**src/rtl/ped_request_unit_if.sv**
```systemverilog
// Pedestrian request bus: raw button and walk indication in, request/status out.
interface ped_request_unit_if #(
  parameter int unsigned CNT_W = 8
);
  logic             btn_raw;
  logic             ped_green;
  logic             ped_req;
  logic             wait_lamp;
  logic             walk_active;
  logic [CNT_W-1:0] served_cnt;
  logic             req_timeout;

  modport master (
    output btn_raw, ped_green,
    input  ped_req, wait_lamp, walk_active, served_cnt, req_timeout
  );

  modport slave (
    input  btn_raw, ped_green,
    output ped_req, wait_lamp, walk_active, served_cnt, req_timeout
  );
endinterface

```
**src/rtl/ped_request_unit.sv**
```systemverilog
// Pedestrian front end: button sync/debounce, request/walk/cooldown FSM, served counter.
// Optional request-age timeout flag enabled by defining PED_REQ_TIMEOUT_EN.
module ped_request_unit #(
  parameter int unsigned DEBOUNCE_CYCLES = 4,
  parameter int unsigned COOLDOWN_CYCLES = 20,
  parameter int unsigned TIMEOUT_CYCLES  = 64,
  parameter int unsigned CNT_W           = 8
) (
  input  logic              clk,
  input  logic              reset,
  ped_request_unit_if.slave bus
);

  localparam int unsigned DB_W = $clog2(DEBOUNCE_CYCLES + 1);
  localparam int unsigned CD_W = $clog2(COOLDOWN_CYCLES + 1);

  typedef enum logic [1:0] {IDLE, REQUEST, WALK, COOLDOWN} state_t;

  state_t          state;
  logic            sync1;
  logic            sync2;
  logic            db;
  logic            db_q;
  logic [DB_W-1:0] db_cnt;
  logic            pending;
  logic [CD_W-1:0] cd_cnt;
  logic            press;

  // Single-cycle pulse on the debounced rising edge; releases are not events.
  assign press = db & ~db_q;

  // Two-flop synchronizer followed by a stability-count debouncer.
  always_ff @(posedge clk or posedge reset) begin
    if (reset) begin
      sync1  <= 1'b0;
      sync2  <= 1'b0;
      db     <= 1'b0;
      db_q   <= 1'b0;
      db_cnt <= '0;
    end else begin
      sync1 <= bus.btn_raw;
      sync2 <= sync1;
      db_q  <= db;
      if (sync2 == db) begin
        db_cnt <= '0;
      end else if (db_cnt == DB_W'(DEBOUNCE_CYCLES - 1)) begin
        db     <= ~db;
        db_cnt <= '0;
      end else begin
        db_cnt <= db_cnt + DB_W'(1);
      end
    end
  end

  // Request FSM; outputs are set alongside each transition so they stay registered.
  always_ff @(posedge clk or posedge reset) begin
    if (reset) begin
      state           <= IDLE;
      pending         <= 1'b0;
      cd_cnt          <= '0;
      bus.ped_req     <= 1'b0;
      bus.wait_lamp   <= 1'b0;
      bus.walk_active <= 1'b0;
      bus.served_cnt  <= '0;
    end else begin
      case (state)
        IDLE: begin
          if (press) begin
            state         <= REQUEST;
            bus.ped_req   <= 1'b1;
            bus.wait_lamp <= 1'b1;
          end
        end
        REQUEST: begin
          if (bus.ped_green) begin
            state           <= WALK;
            bus.ped_req     <= 1'b0;
            bus.wait_lamp   <= 1'b0;
            bus.walk_active <= 1'b1;
          end
        end
        WALK: begin
          if (press) pending <= 1'b1;
          if (!bus.ped_green) begin
            state           <= COOLDOWN;
            cd_cnt          <= '0;
            bus.walk_active <= 1'b0;
            bus.wait_lamp   <= pending | press;
            if (bus.served_cnt != {CNT_W{1'b1}})
              bus.served_cnt <= bus.served_cnt + CNT_W'(1);
          end
        end
        COOLDOWN: begin
          if (cd_cnt == CD_W'(COOLDOWN_CYCLES - 1)) begin
            // A press landing on the expiry cycle counts as pending.
            if (pending | press) begin
              state         <= REQUEST;
              pending       <= 1'b0;
              bus.ped_req   <= 1'b1;
              bus.wait_lamp <= 1'b1;
            end else begin
              state         <= IDLE;
              bus.wait_lamp <= 1'b0;
            end
          end else begin
            cd_cnt <= cd_cnt + CD_W'(1);
            if (press) begin
              pending       <= 1'b1;
              bus.wait_lamp <= 1'b1;
            end
          end
        end
        default: begin
          state <= IDLE;
        end
      endcase
    end
  end

`ifdef PED_REQ_TIMEOUT_EN
  localparam int unsigned AGE_W = $clog2(TIMEOUT_CYCLES + 1);

  logic [AGE_W-1:0] age;

  // Request age; the flag is sticky until reset and does not affect the FSM.
  always_ff @(posedge clk or posedge reset) begin
    if (reset) begin
      age             <= '0;
      bus.req_timeout <= 1'b0;
    end else if (state == REQUEST) begin
      if (age == AGE_W'(TIMEOUT_CYCLES - 1)) begin
        bus.req_timeout <= 1'b1;
      end else begin
        age <= age + AGE_W'(1);
      end
    end else begin
      age <= '0;
    end
  end
`else
  localparam int unsigned AGE_W = $clog2(TIMEOUT_CYCLES + 1);

  logic unused_timeout_cfg;

  assign unused_timeout_cfg = ^AGE_W'(TIMEOUT_CYCLES);
  assign bus.req_timeout    = 1'b0;
`endif

endmodule

```
**src/flat_wrapper.sv**
```systemverilog
// flat-port wrapper written by rule: the top's interface ports become plain ports
module ped_request_unit_flat 
#(
  parameter int unsigned DEBOUNCE_CYCLES = 4,
  parameter int unsigned COOLDOWN_CYCLES = 20,
  parameter int unsigned TIMEOUT_CYCLES  = 64,
  parameter int unsigned CNT_W           = 8
)
  (clk, reset, bus_btn_raw, bus_ped_green, bus_ped_req, bus_wait_lamp, bus_walk_active, bus_served_cnt, bus_req_timeout);
  ped_request_unit_if #(.CNT_W(CNT_W)) bus_i ();
  input  logic clk;
  input  logic reset;
  input wire logic [$bits(bus_i.btn_raw)-1:0] bus_btn_raw;
  input wire logic [$bits(bus_i.ped_green)-1:0] bus_ped_green;
  output wire logic [$bits(bus_i.ped_req)-1:0] bus_ped_req;
  output wire logic [$bits(bus_i.wait_lamp)-1:0] bus_wait_lamp;
  output wire logic [$bits(bus_i.walk_active)-1:0] bus_walk_active;
  output wire logic [$bits(bus_i.served_cnt)-1:0] bus_served_cnt;
  output wire logic [$bits(bus_i.req_timeout)-1:0] bus_req_timeout;
  assign bus_i.btn_raw = bus_btn_raw;
  assign bus_i.ped_green = bus_ped_green;
  assign bus_ped_req = bus_i.ped_req;
  assign bus_wait_lamp = bus_i.wait_lamp;
  assign bus_walk_active = bus_i.walk_active;
  assign bus_served_cnt = bus_i.served_cnt;
  assign bus_req_timeout = bus_i.req_timeout;
  ped_request_unit #(.DEBOUNCE_CYCLES(DEBOUNCE_CYCLES), .COOLDOWN_CYCLES(COOLDOWN_CYCLES), .TIMEOUT_CYCLES(TIMEOUT_CYCLES), .CNT_W(CNT_W)) u_core (.clk(clk), .reset(reset), .bus(bus_i));
endmodule
```
**config.mk**
```make
export PLATFORM = sky130hd
export DESIGN_NAME = ped_request_unit_flat
export DESIGN_NICKNAME = d
export VERILOG_FILES = /design/src/rtl/ped_request_unit_if.sv /design/src/rtl/ped_request_unit.sv /design/src/flat_wrapper.sv
export SDC_FILE = /design/constraint.sdc
export NUM_CORES = 1
export LEC_CHECK = 0
export ABC_AREA = 0
export CORE_MARGIN = 2
export CORE_UTILIZATION = 30
export CTS_CLUSTER_SIZE = 14
export DETAILED_ROUTE_END_ITERATION = 10
export GPL_TIMING_DRIVEN = 0
export PLACE_DENSITY = 0.45
export SLEW_MARGIN = 15
export SYNTH_ARGS = -nofsm -noshare
export SYNTH_HDL_FRONTEND = slang
export SYNTH_SLANG_ARGS = --single-unit
```
**constraint.sdc**
```tcl
create_clock -name clk -period 1.9 [get_ports clk]
set_input_delay 0.475 -clock clk [delete_from_list [all_inputs] [get_ports clk]]
set_output_delay 0.475 -clock clk [all_outputs]
set_load 0.01 [all_outputs]
```
# Yosys cells after proc, flatten, opt, wreduce, memory -nomap -nowiden
# Cells that the tools add are included.
dict set report op_classes {
  add_sub_neg 3
  eq_ne 14
  muxes 28
  bitwise_logic 6
  n_reduce_logical 12
}
# operator count
set ops {}
lappend ops {{2-to-1 mux 1 bit} 14}
lappend ops {{2-to-1 mux 5 bit} 2}
lappend ops {{one-hot mux 5 bit (2 select lines)} 1}
lappend ops {{AND reduction 3 bit} 3}
lappend ops {{adder 8 x 1 -> 8 bit, second input constant} 1}
lappend ops {{2-to-1 mux 2 bit} 4}
lappend ops {{inequality test 8 bit, second input constant} 1}
lappend ops {{one-hot mux 2 bit (4 select lines)} 1}
lappend ops {{2-to-1 mux 3 bit} 2}
lappend ops {{inequality test 2 x 1 -> 1 bit, second input constant} 3}
lappend ops {{inequality test 2 bit, second input constant} 3}
lappend ops {{AND reduction 2 bit} 3}
lappend ops {{adder 5 x 1 -> 5 bit, second input constant} 1}
lappend ops {{equality test 5 bit, second input constant} 1}
lappend ops {{AND reduction 5 bit} 1}
lappend ops {{equality test 2 bit, second input constant} 2}
lappend ops {{inverter 1 bit} 4}
lappend ops {{one-hot mux 1 bit (2 select lines)} 2}
lappend ops {{one-hot mux 1 bit (4 select lines)} 1}
lappend ops {{AND reduction 4 bit} 1}
lappend ops {{nonzero test 2 bit} 2}
lappend ops {{adder 3 x 1 -> 3 bit, second input constant} 1}
lappend ops {{equality test 3 x 2 -> 1 bit, second input constant} 1}
lappend ops {{inequality test 3 x 2 -> 1 bit, second input constant} 1}
lappend ops {{7 further kinds} 7}
dict set report totals {
  reg_bits 26
  input_bits 4
  output_inout_bits 12
  wordCells 75
}

# Longest topological paths before layout
# Gate-level depths: netlist of the first run.
dict set report depth {
  word_depth 6
  mapped_depth 7
  ltp_nobuf 6
}

# Worst setup path after synthesis of the first run
# Ideal clock, no wire load.
dict set report synth_timing {
  path_kind {flip-flop to flip-flop}
  from {register u_core.state[0]}
  to {register u_core.state[0]}
  setup_ps 124
  arrival_time_ps 1533
  required_ps 1776
  path_slack_ps 243
  path_stages_with_launch 8
  n_path_buf 1
  period_less_slack_ps 1657
  cell_sequence {dfrtp_1 inv_1 ha_1 buf_2 mux2_2 a221oi_4 and4b_1 a21oi_1}
}
dict set report synth_between {
  elab_chain_len 3
  word_cells_on_any_way 10
  cone_classes {eq/ne: 7; mux: 1; reduce/logical: 2}
}
# element line
set synth_rtl {}
lappend synth_rtl {{start: declaration} ped_request_unit.sv:19} ;# state_t state;
lappend synth_rtl {{start signal: assignment} ped_request_unit.sv:58} ;# state <= IDLE;
lappend synth_rtl {{start signal: assignment} ped_request_unit.sv:69} ;# state <= REQUEST;
lappend synth_rtl {{start signal: assignment} ped_request_unit.sv:76} ;# state <= WALK;
lappend synth_rtl {{equality test 2 bit (tied with other cells)} ped_request_unit.sv:66} ;# case (state)
lappend synth_rtl {{inequality test 2 x 1 -> 1 bit (no line) / inequality test 2 bit (equally long branches)} -}
lappend synth_rtl {{AND reduction 4 bit (no line)} -}
# Several ways; a longest one is shown, not always the timed one.
# A chain may end at the register's enable or synchronous reset.

# Final worst setup path of the first run
dict set report layout_timing {
  from {input port bus_ped_green}
  to {register u_core.state[0]}
}
dict set report layout_between {
  elab_chain_len 2
  word_cells_on_any_way 3
  cone_classes {eq/ne: 2; reduce/logical: 1}
}
# element line
set layout_rtl {}
lappend layout_rtl {{start: declaration} flat_wrapper.sv:14} ;# input wire logic [$bits(bus_i.ped_green)-1:0] bus_ped_green;
lappend layout_rtl {{inequality test 2 bit (no line)} -}
lappend layout_rtl {{AND reduction 4 bit (no line) (*)} -}
# Mark *: on every way between the ends. The rest lies on a longest branch, timed or not.

==> run_results.csv, run 1 <==
group,metric,value,unit
status,status,"finished, final reports clean",
cells_and_area,drive_gt1_frac,0.147,
global_route,grt_pass1_wl,4.73,mm
pwr,ir_worst_vdd,0.551,mV
timing,timing.final.crit_period,1.83,ns
die,die_area,5280,µm²
setup_path,critPathLaunchType,"input pin",
timing,slew_viol_final,0,
synth,yosys_register_bits,26,
routing,via_per_inst,4.97,
synth,avgSynthCellArea,10.7,µm²
timing,grt_setup_unrepaired,"true",
global_route,grt_max_degree,27,
clocking,cts_tree,"done",
timing,finalSetupViolations,0,
timing,fin_skew,0.00945,ns
setup_path,worstPathMaxFanout,6,
setup_path,timing.rr.start,"u_core.state[0]$_DFFE_PP0P_",
clocking,cts_buffers,3,
setup_path,cp-end-kind,"flip-flop",
clocking,ctsHoldBuffers,0,
synth,yosysSeqAreaShare,0.460,
clocking,clock_latency,0.27,ns
die,ios,16,
routing,drc_errors,0,
synth,synthesis.area,1420,µm²
worst_hold_path,min_from,"u_core.sync1$_DFF_PP0_",
timing,setup_slack,0.0703,ns
synth,syn-instance-count,132,
global_route,grt_pass1_vias,993,
clocking,cts_sinks,26,
cells_and_area,fin_nets,163,
cells_and_area,multiInputGateArea,717,µm²
clocking,clock_path_buffers,2,
clocking,postCtsSetupRepairBufs,0,
routing,dr_total_vias,1003,
cells_and_area,instances_no_fill,202,
cells_and_area,diodes,0,
clocking,cts.repair.resized,0,
placement,gp_congestion,0.748,
die,die_h,72.7,µm
die,dieWidth,72.7,µm
placement,port_buffers,14,
worst_hold_path,holdCritPathClass,"reg2reg",
die,row_count,24,
cells_and_area,area_delta_synth_final,18.7,%
setup_path,crit_chain,"clkdlybuf4s50_1 -> mux2_4 -> a221oi_4 -> and4b_1 -> a21oi_1",
placement,dp_cells,198,
setup_path,criticalPathCategory,"in2reg",
clocking,cts_max_level,1,
placement,pre_cts_ws,-0.228,ns
routing,drtIter0Drc,63,
timing,hold_violations,0,
routing,firstDrtPassIters,4,
routing,wire_per_inst,13.3,µm
pwr,p_leak,0.720,nW
clocking,clockRootBuffer,"clkbuf_8",
routing,ant_nets,0,
timing,relSlewSlack,0.329,
die,initial_core_util,0.318,
setup_path,slowest_stage,"clkdlybuf4s50_1",
timing,tightest_slew,1.01,ns
setup_path,required,2.06,ns
timing,fmax,547,MHz
clocking,path_clk_slew,0.09,ns
synth,ys_async_sr_fraction,1.00,
cells_and_area,fillers,455,
run,maxCapViolations,0,
global_route,antenna_found_initial,0,
global_route,grt-ovfl-total,0,
cells_and_area,regArea,651,µm²
routing,wl,2.69,mm
setup_path,startpoint,"bus_ped_green",
synth,synth-edff-count,0,
synth,ys_warn_count,0,
die,core-area,4440,µm²
pwr,power.density,1440,nW/µm²
synth,synth.distinct_cells,39,
placement,dp_hpwl,2.03,mm
timing,fin_crit_sh,0.963,
synth,ys.flop_type,"dfrtp_1",
global_route,grtUsageTotal,0.114,
synth,synthesis.nets,144,
setup_path,cp_data_arrival_time,1.99,ns
setup_path,critPathMaxStageDelay,0.64,ns
worst max-delay path: cells and delay by family:
family,cells,cell delay (ns)
buffers and inverters,1,0.64
muxes,1,0.36
AOI/OAI and AO/OA,2,0.27
and+or+nand+nor,1,0.24
cell type report:
type,instances,share of cell area
flip-flops and latches,26,0.387
repair buffers,14,0.0835
well taps,52,0.0387
inverters,9,0.0201
multi-input cells,94,0.427
plain buffers,3,0.0104
clock buffers,4,0.0328
worst paths after layout:
| path | end | slack, ns | cells past startpoint |
|---|---|---|---|
| max | u_core.state[0]$_DFFE_PP0P_ | 0.07 | 5 |
| min reg2reg | u_core.sync2$_DFF_PP0_ | 0.36 | 0 |
| max reg2reg | u_core.state[0]$_DFFE_PP0P_ | 0.13 | 7 |
| max in group asynchronous | u_core.bus.served_cnt[3]$_DFFE_PP0P_ | 0.54 | 2 |
| min | u_core.sync2$_DFF_PP0_ | 0.36 | 0 |
| min in group asynchronous | u_core.bus.ped_req$_DFFE_PP0P_ | 0.74 | 2 |
flip-flops by register name, indices dropped and copies added (netlist names):
signal / flops
u_core.db: 1
u_core.sync1: 1
u_core.db_cnt: 3
u_core.bus.walk_active: 1
u_core.state: 2
u_core.bus.served_cnt: 8
u_core.db_q: 1
u_core.bus.ped_req: 1
u_core.sync2: 1
u_core.pending: 1
u_core.cd_cnt: 5
u_core.bus.wait_lamp: 1
Yosys cell counts (2+ instances only):
library cell	count	area share
a221oi_1	2	0.012
a22o_1	2	0.012
mux2_2	3	0.024
ha_1	8	0.071
inv_1	9	0.024
xnor2_1	2	0.012
nor2b_1	4	0.018
a21oi_1	12	0.042
o21ai_0	8	0.028
nor3_2	3	0.021
nand2_1	11	0.029
nor3_1	2	0.0071
nor3b_1	3	0.016
xor2_1	3	0.019
nand3_1	7	0.025
nand2b_1	2	0.0088
dfrtp_1	26	0.46
nor2_1	3	0.0080
buf_2	2	0.0071
metal layers:
layer,vias up,GRT usage,part of all wire
met3,2,0.0304,0.037
met5,-,0,0
met1,482,0.158,0.48
met2,15,0.177,0.47
met4,0,0.0309,0.0071
li1,504,-,-
layout by cell type (no fill, tap or decap), types with 2 or more instances in the layout:
cell,netlist,final
a21oi_1,12,12
a221oi_1,2,2
a22o_1,2,2
buf_2,2,2
clkbuf_8,0,4
clkdlybuf4s50_1,0,14
dfrtp_1,26,26
ha_1,8,8
inv_1,9,8
mux2_2,3,2
nand2_1,11,11
nand2b_1,2,2
nand3_1,7,7
nor2_1,3,3
nor2b_1,4,4
nor3_1,2,2
nor3_2,3,3
nor3b_1,3,3
o21ai_0,8,8
xnor2_1,2,2
xor2_1,3,3
through the flow:
stage                     utilization  area (µm²)  TNS (ns)  hold WS (ns)  power [mW]
final                           0.378        1680         0         0.356        2.42
after global routing            0.378        1680  -0.00139         0.377        2.66
after CTS                       0.377        1680         0         0.361        2.45
after detailed placement        0.365        1620    -0.864         0.337        2.07
after global placement          0.365        1620    -0.659         0.343        2.04
after floorplan                     -        1420         0         0.331        1.72
where the power goes:
part | internal (mW) | switching [mW]
Clock | 0.185 | 0.169
Sequential | 0.745 | 0.202
Combinational | 0.551 | 0.563
cell families (layout without fill, tap and decap cells):
group / Yosys count / count (layout) / share of synthesized area
mux: 5 / 5 / 0.0389
other cells: 1 / 1 / 0.00265
xor+xnor: 5 / 5 / 0.0310
buf+inv: 12 / 30 / 0.0363
compound gates: 33 / 33 / 0.166
simple gates: 42 / 42 / 0.195
fa+ha+maj: 8 / 8 / 0.0707
flops: 26 / 26 / 0.460
(Power assumes the default switching activity.)
==> run 2, diff against run 1 <==
--- a/config.mk
+++ b/config.mk
@@ -7,11 +7,12 @@
 export LEC_CHECK = 0
 export ABC_AREA = 0
 export CORE_MARGIN = 2
-export CORE_UTILIZATION = 30
+export CORE_UTILIZATION = 55
 export CTS_CLUSTER_SIZE = 14
 export DETAILED_ROUTE_END_ITERATION = 10
 export GPL_TIMING_DRIVEN = 0
-export PLACE_DENSITY = 0.45
+export PLACE_DENSITY = 0.78
+export SKIP_LAST_GASP = 1
 export SLEW_MARGIN = 15
 export SYNTH_ARGS = -nofsm -noshare
 export SYNTH_HDL_FRONTEND = slang
==> run 2 against run 1 <==
Effect of this change: register-to-register slack hardly changed; die area is 43% lower; routed wire length is 4.4% lower; sequential share of layout area is 0.75 points higher; critical path type is now reg2out; via count is 5.3% higher; first-iteration DRC count is 81% lower; total power is 1.9% higher; utilization is 30 points higher; count of clock-buffer cells in the layout is 1 lower; combinational power hardly changed; worst setup slack worse by 0.022 ns; largest cell class unchanged.
==> run_results.csv, run 2 (synthesized netlist as in run 1, its figures left out) <==
group,metric,value,unit
status,status,"finished, final reports clean",
setup_path,criticalPathCategory,"reg2out",
cells_and_area,regMostFlops,"u_core.bus.served_cnt",
pwr,power.density,1490,nW/µm²
timing,grt_setup_unrepaired,"false",
global_route,grt_pass1_vias,965,
clocking,cts_buffers,3,
timing,fmax,540,MHz
timing,finalSetupViolations,0,
setup_path,slowest_stage,"clkdlybuf4s50_1",
global_route,grt_pass1_wl,4.12,mm
clocking,clock_latency,0.33,ns
setup_path,crit_chain,"clkdlybuf4s50_1",
placement,gp_congestion,0.778,
global_route,grt-ovfl-total,0,
setup_path,crit_buf_inv,1,
timing,fin_crit_sh,0.975,
setup_path,cp-end-kind,"output pin",
routing,ant_nets,0,
die,row_count,18,
cells_and_area,regArea,654,µm²
setup_path,crit_cells,1,
die,die_h,54.7,µm
worst_hold_path,min_delay_path_depth,0,
setup_path,worstPathMaxFanout,6,
die,dieWidth,54.7,µm
setup_path,cp_data_arrival_time,1.38,ns
cells_and_area,largest_registers,"u_core.bus.served_cnt (8), u_core.cd_cnt (5), u_core.db_cnt (3)",
cells_and_area,final_cell_mix,"dfrtp_1, clkdlybuf4s50_1, a21oi_1",
global_route,grtUsageTotal,0.191,
routing,drtIter0Drc,12,
setup_path,critPathLaunchType,"flip-flop",
pwr,ir_worst_vdd,1.19,mV
timing,slew_viol_final,0,
setup_path,critPathMaxStageDelay,0.57,ns
setup_path,worstRegToRegCells,7,
die,die_area,2990,µm²
placement,pre_cts_ws,-0.208,ns
pwr,p_leak,0.717,nW
pwr,power.total,2.46,mW
clocking,cts_sinks,26,
timing,tightest_slew,0.984,ns
die,ios,16,
cells_and_area,drive_gt1_frac,0.166,
clocking,ctsHoldBuffers,0,
clocking,path_clk_slew,0.15,ns
timing,setup_slack,0.0482,ns
clocking,clock_path_buffers,2,
cells_and_area,fin_nets,164,
placement,dp_hpwl,1.87,mm
die,initial_core_util,0.576,
cells_and_area,fillers,193,
routing,wire_per_inst,14.2,µm
timing,fin_skew,0.00471,ns
clocking,cts_max_level,1,
placement,port_buffers,14,
timing,relSlewSlack,0.343,
clocking,clockRootBuffer,"clkbuf_4",
cells_and_area,multiInputGateArea,713,µm²
routing,firstDrtPassIters,4,
global_route,grt_max_degree,27,
run,maxCapViolations,0,
cells_and_area,layout_commonest_cell,"dfrtp_1",
cells_and_area,diodes,0,
cells_and_area,largest_reg_flops,8,
timing,timing.final.crit_period,1.85,ns
clocking,cts_tree,"done",
timing,hold_violations,0,
routing,dr_total_vias,1056,
cells_and_area,area_delta_synth_final,17.1,%
routing,drc_errors,0,
routing,wl,2.57,mm
global_route,antenna_found_initial,0,
die,core-area,2450,µm²
routing,via_per_inst,5.83,
setup_path,cp_top_family,"buffers and inverters",
worst_hold_path,holdCritPathClass,"reg2reg",
setup_path,required,1.42,ns
run 2: changes by cell type in the layout (fill, tap and decap cells not counted):
cell / delta
dfrtp_1: -3
dfrtp_2: +3
bufinv_16: +1
clkbuf_4: +3
inv_1: +1
buf_4: +1
inv_2: -1
mux2_4: -1
mux2_2: +1
clkbuf_8: -4
run 2: worst register-to-register path, delay by kind of cell, from the launching register on:
family                   cells  cell delay [ns]
flip-flops                   1             0.38
multiplexers                 1             0.32
AO/OA/AOI/OAI                2             0.28
buffers and inverters        2             0.25
AND/OR/NAND/NOR              1             0.23
adder cells (fa/ha/maj)      1             0.20
run 2: final cells by class:
type                            count  area share
Clock inverter                      1      0.0181
Multi-Input combinational cell     94       0.431
Clock buffer                        3      0.0136
Buffer                              3      0.0106
Inverter                            9      0.0204
Tap cell                           30      0.0227
Sequential cell                    26       0.395
Timing Repair Buffer               15      0.0891
run 2: path summary, 6_finish.rpt:
kind	startpoint	slack (ns)	end
max in group asynchronous	reset	0.59	u_core.bus.served_cnt[7]$_DFFE_PP0P_
min in group asynchronous	reset	0.65	u_core.sync1$_DFF_PP0_
worst max register to register	u_core.state[0]$_DFFE_PP0P_	0.13	u_core.state[0]$_DFFE_PP0P_
worst max-delay path	u_core.bus.served_cnt[6]$_DFFE_PP0P_	0.05	bus_served_cnt[6]
worst min register to register	u_core.sync1$_DFF_PP0_	0.38	u_core.sync2$_DFF_PP0_
worst min-delay path	u_core.sync1$_DFF_PP0_	0.38	u_core.sync2$_DFF_PP0_
run 2: metal layers:
layer,vias up,share of wire,global-route usage
li1,508,-,-
met1,534,0.46,0.245
met2,10,0.51,0.321
met3,4,0.020,0.0328
met4,0,0.0097,0.0625
met5,-,0,0
run 2: where the power goes:
group	switching, mW	total, mW	internal [mW]
Sequential	0.198	0.945	0.747
Clock	0.179	0.393	0.213
Combinational	0.564	1.12	0.559
run 2: through the flow:
stage                     hold slack [ns]   util  setup TNS (ns)  area [µm²]  std cells
after CTS                           0.383  0.670               0        1650        180
after global routing                0.389  0.675               0        1660        181
after global placement              0.343  0.649          -0.298        1590        176
final                               0.383  0.675               0        1660        181
after floorplan                     0.331      -               0        1420        132
after detailed placement            0.342  0.649          -0.517        1590        176
run 2: timing repair:
item	in CTS	in global routing
endpoints found under the hold margin	0	0
setup endpoints to repair	0	5
gates resized for setup	0	3
buffers inserted	0	1
==> edit 1: new RTL, settings of run 1 <==
Add a define of `PED_REQ_TIMEOUT_EN`.
--- a/src/rtl/ped_request_unit.sv
+++ b/src/rtl/ped_request_unit.sv
@@ -2,2 +2,4 @@
 // Optional request-age timeout flag enabled by defining PED_REQ_TIMEOUT_EN.
+`define PED_REQ_TIMEOUT_EN
+
 module ped_request_unit #(
Check against the original RTL: same outputs for any inputs over 10 cycles, from zero or initial values and one cycle with reset high; that may be too few to reach the edited logic, so the function may still have changed.
==> edit 1 against run 1 <==
- sequential cell count rose by 8
- worst setup slack better by 0.035 ns
- maximum frequency up 2.0%
- total power increased by 13%
- register-to-register slack better by 0.02 ns
- area after synthesis up 21%
- sequential power rose by 20%
- clock power rose by 39%
- cell area increased by 21%
- wire length grew 26%
- critical path type unchanged
==> edit 1: results (changes against run 1) <==
stage,metric,value,unit,change
yosys,most frequent cells after synthesis,"dfrtp_1, nand2_1, nor2_1",,"was dfrtp_1, a21oi_1, nand2_1"
global_routing,largest net degree at the start of global routing,35,,was 27
route,initial DRC count,75,,was 63
yosys,Synth Instances,162,,was 132
finish,#MultiIn Comb,120,,was 94
pwr,Worst IR Drop VDD,0.462,mV,was 0.551 mV
placed_design,Detailed Place HPWL,2.39,mm,was 2.03 mm
global_routing,met1 Track Usage GR,0.148,,was 0.158
finish,clkbuf count,7,,was 4
finish,sequential cell area share,0.420,,was 0.387
pwr,Static Leakage,0.893,nW,was 0.720 nW
timing,Tmin final,1.79,ns,was 1.83 ns
yosys,Synth Area in Adders,0.0586,,was 0.0707
finish,fin cells,256,,was 202
run_status,outcome,finished clean,,unchanged
global_routing,Global Route met2 Usage,0.191,,was 0.177
finish,non-clock buffer count,19,,was 17
timing,WHS,0.355,ns,was 0.356 ns
placed_design,Cells after DPL,249,,was 198
placed_design,PortBufs,15,,was 14
timing,worst-margin pin slew,0.702,ns,was 1.01 ns
yosys,top post-synthesis cells by area,"dfrtp_1, ha_1, mux2_2, nand2_1, o21ai_0",,"was dfrtp_1, ha_1, a21oi_1, nand2_1, o21ai_0"
finish,area of the multi-input gates,822,um2,was 717 um2
route,met2 WL,1.54,mm,was 1.27 mm
yosys,syn_nets,174,,was 144
setup_path,"Max FO, Critical Path",7,,was 6
setup_path,CP max stage delay,0.61,ns,was 0.64 ns
yosys,Synth Area in XOR/XNOR,0.0256,,was 0.0309
pwr,P_seq,1.14,mW,was 0.947 mW
## edit 1: cell count changes after synthesis, moves of 3 or more
| cell | before | now |
|---|---|---|
| a21oi_1 | 12 | 6 |
| nor2b_1 | 4 | 7 |
| dfrtp_1 | 26 | 34 |
| inv_1 | 9 | 4 |
| nor3_2 | 3 | 0 |
| nor2_1 | 3 | 12 |
| and2_1 | 0 | 3 |
| nand2_1 | 11 | 14 |
| and3_1 | 0 | 5 |
| a31oi_1 | 1 | 6 |
| nand3_1 | 7 | 4 |
| nand4_1 | 0 | 3 |
## edit 1: how the worst max path moves through the flow
stage,start,end,depth (start not counted)
after floorplan,u_core.state[0],u_core.state[0],7
after global placement,bus_ped_green,u_core.state[0],5
after detailed placement,bus_ped_green,u_core.state[0],5
after CTS,u_core.state[0],u_core.state[0],7
after global routing,u_core.state[0],u_core.state[0],7
final,bus_ped_green,u_core.state[0],5
==> edit 2: new RTL, flow settings as in run 1 <==
Without the edit above. Re-encode `state_t` (4 states) as Gray code, 2 bits wide.
--- a/src/rtl/ped_request_unit.sv
+++ b/src/rtl/ped_request_unit.sv
@@ -16,3 +16,3 @@
 
-  typedef enum logic [1:0] {IDLE, REQUEST, WALK, COOLDOWN} state_t;
+  typedef enum logic [1:0] {IDLE = 2'b00, REQUEST = 2'b01, WALK = 2'b11, COOLDOWN = 2'b10} state_t;
 
Behaviour: no difference found for any inputs over 10 cycles, from zero or initial values and one cycle with reset high; not proved beyond that.
==> edit 2 against run 1 <==
- die area fell by 11%
- area after synthesis fell by 12%
- hold slack barely moved
- register-to-register slack improved by 0.19 ns
- worst setup slack improved by 0.035 ns
- sequential cell count did not move
- global-route usage rose by 0.14 points
- count of clock-buffer cells in the layout did not move
- highest routed layer unchanged
- wire length fell by 14%
- total power fell by 13%
- cell area fell by 11%
==> edit 2: results (changes against run 1) <==
stage,metric,value,unit,change
run_status,outcome,finished clean,,unchanged
yosys,syn_nets,125,,was 144
setup_path,"Max FO, Critical Path",7,,was 6
yosys,most frequent cells after synthesis,"dfrtp_1, nor2_1, nand2_1",,"was dfrtp_1, a21oi_1, nand2_1"
setup_path,"CP delay by family, top",buffers and inverters,,unchanged
pwr,Worst IR Drop VDD,0.627,mV,was 0.551 mV
yosys,Synth cell types,38,,was 39
timing,Clock Skew,0.00627,ns,was 0.00945 ns
yosys,sequential element share of the synthesized area,0.521,,was 0.460
yosys,top post-synthesis cells by area,"dfrtp_1, xor2_1, ha_1, nor2_1, a21oi_1",,"was dfrtp_1, ha_1, a21oi_1, nand2_1, o21ai_0"
global_routing,Total GRT Usage,0.115,,was 0.114
pwr,Static Leakage,0.667,nW,was 0.720 nW
finish,share of layout cells above drive strength 1,0.119,,was 0.147
placed_design,Detailed Place HPWL,1.61,mm,was 2.03 mm
finish,Filler Cell Count,398,,was 455
global_routing,vias in the first global route,912,,was 993
route,final wirelength,2.31,mm,was 2.69 mm
route,initial DRC count,58,,was 63
finish,Nets,143,,was 163
placed_design,PortBufs,13,,was 14
setup_path,CP max stage delay,0.58,ns,was 0.64 ns
cts,cts repair resizes,0,,unchanged
timing,Setup Total Neg Slack,0,ns,unchanged
global_routing,first-pass GRT wire length,4.05,mm,was 4.73 mm
timing,Worst slew margin,0.353,,was 0.329
route,Vias/cell,4.89,,was 4.97
placed_design,RD Place Congestion,0.788,,was 0.748
route,Pre-antenna DRT Iters,6,,was 4
## edit 2: cell count changes in the layout (fill, tap and decap cells not counted), sizes merged, moves of 3 or more
| cell | run 1 | this run |
|---|---|---|
| nand4 | 0 | 4 |
| nor2 | 4 | 10 |
| nand2 | 11 | 8 |
| ha | 8 | 3 |
| a221oi | 3 | 0 |
| nand3 | 7 | 4 |
| a21oi | 12 | 6 |
| xor2 | 3 | 6 |
| inv | 9 | 6 |
## edit 2: power breakdown
group	internal, mW	switching [mW]
registers	0.745	0.165
clock network	0.185	0.164
logic	0.416	0.423
## edit 2: cells by family after synthesis
kind of cell | Yosys count | synth area share
AO/OA/AOI/OAI | 23 | 0.118
multiplexers | 3 | 0.0271
buffers and inverters | 11 | 0.0521
adder cells (fa/ha/maj) | 3 | 0.0301
other | 1 | 0.00300
XOR/XNOR | 9 | 0.0631
AND/OR/NAND/NOR | 42 | 0.185
flip-flops | 26 | 0.521
## edit 2: final cells by class
type | instances | area [um2] | area share
sequential | 26 | 651 | 0.435
clock buffer | 4 | 55.1 | 0.0368
tap | 50 | 62.6 | 0.0418
timing repair buffer | 13 | 130 | 0.0870
buffer | 5 | 42.5 | 0.0284
inverter | 6 | 22.5 | 0.0151
multi-input combinational | 81 | 533 | 0.356
## edit 2: through the flow
stage / cell area [um2] / instances / setup slack [ns]
after floorplan: 1250 / 118 / 0.457
after global placement: 1440 / 181 / 0.147
after detailed placement: 1440 / 181 / 0.161
after CTS: 1500 / 185 / 0.106
after global routing: 1500 / 185 / 0.0547
final: 1500 / 185 / 0.106
## edit 2: path summary, 6_finish.rpt
kind                                     startpoint                  endpoint  slack, ns  cells past startpoint
max reg2reg                        u_core.cd_cnt[0]          u_core.cd_cnt[0]       0.32                      5
max                        u_core.bus.served_cnt[5]         bus_served_cnt[5]       0.11                      1
min in group asynchronous                     reset  u_core.bus.served_cnt[0]       0.73                      2
min reg2reg                            u_core.sync1              u_core.sync2       0.36                      0
min                                    u_core.sync1              u_core.sync2       0.36                      0
max in group asynchronous                     reset  u_core.bus.served_cnt[3]       0.59                      2
## edit 2: layer usage
layer | part of all wire | global-route usage | up-vias | wire length [um]
met5 | 0 | 0 | - | 0
met4 | 0.015 | 0.0525 | 0 | 34
met3 | 0.042 | 0.0195 | 5 | 96
met2 | 0.45 | 0.183 | 20 | 1040
met1 | 0.49 | 0.154 | 436 | 1140
li1 | - | - | 444 | -
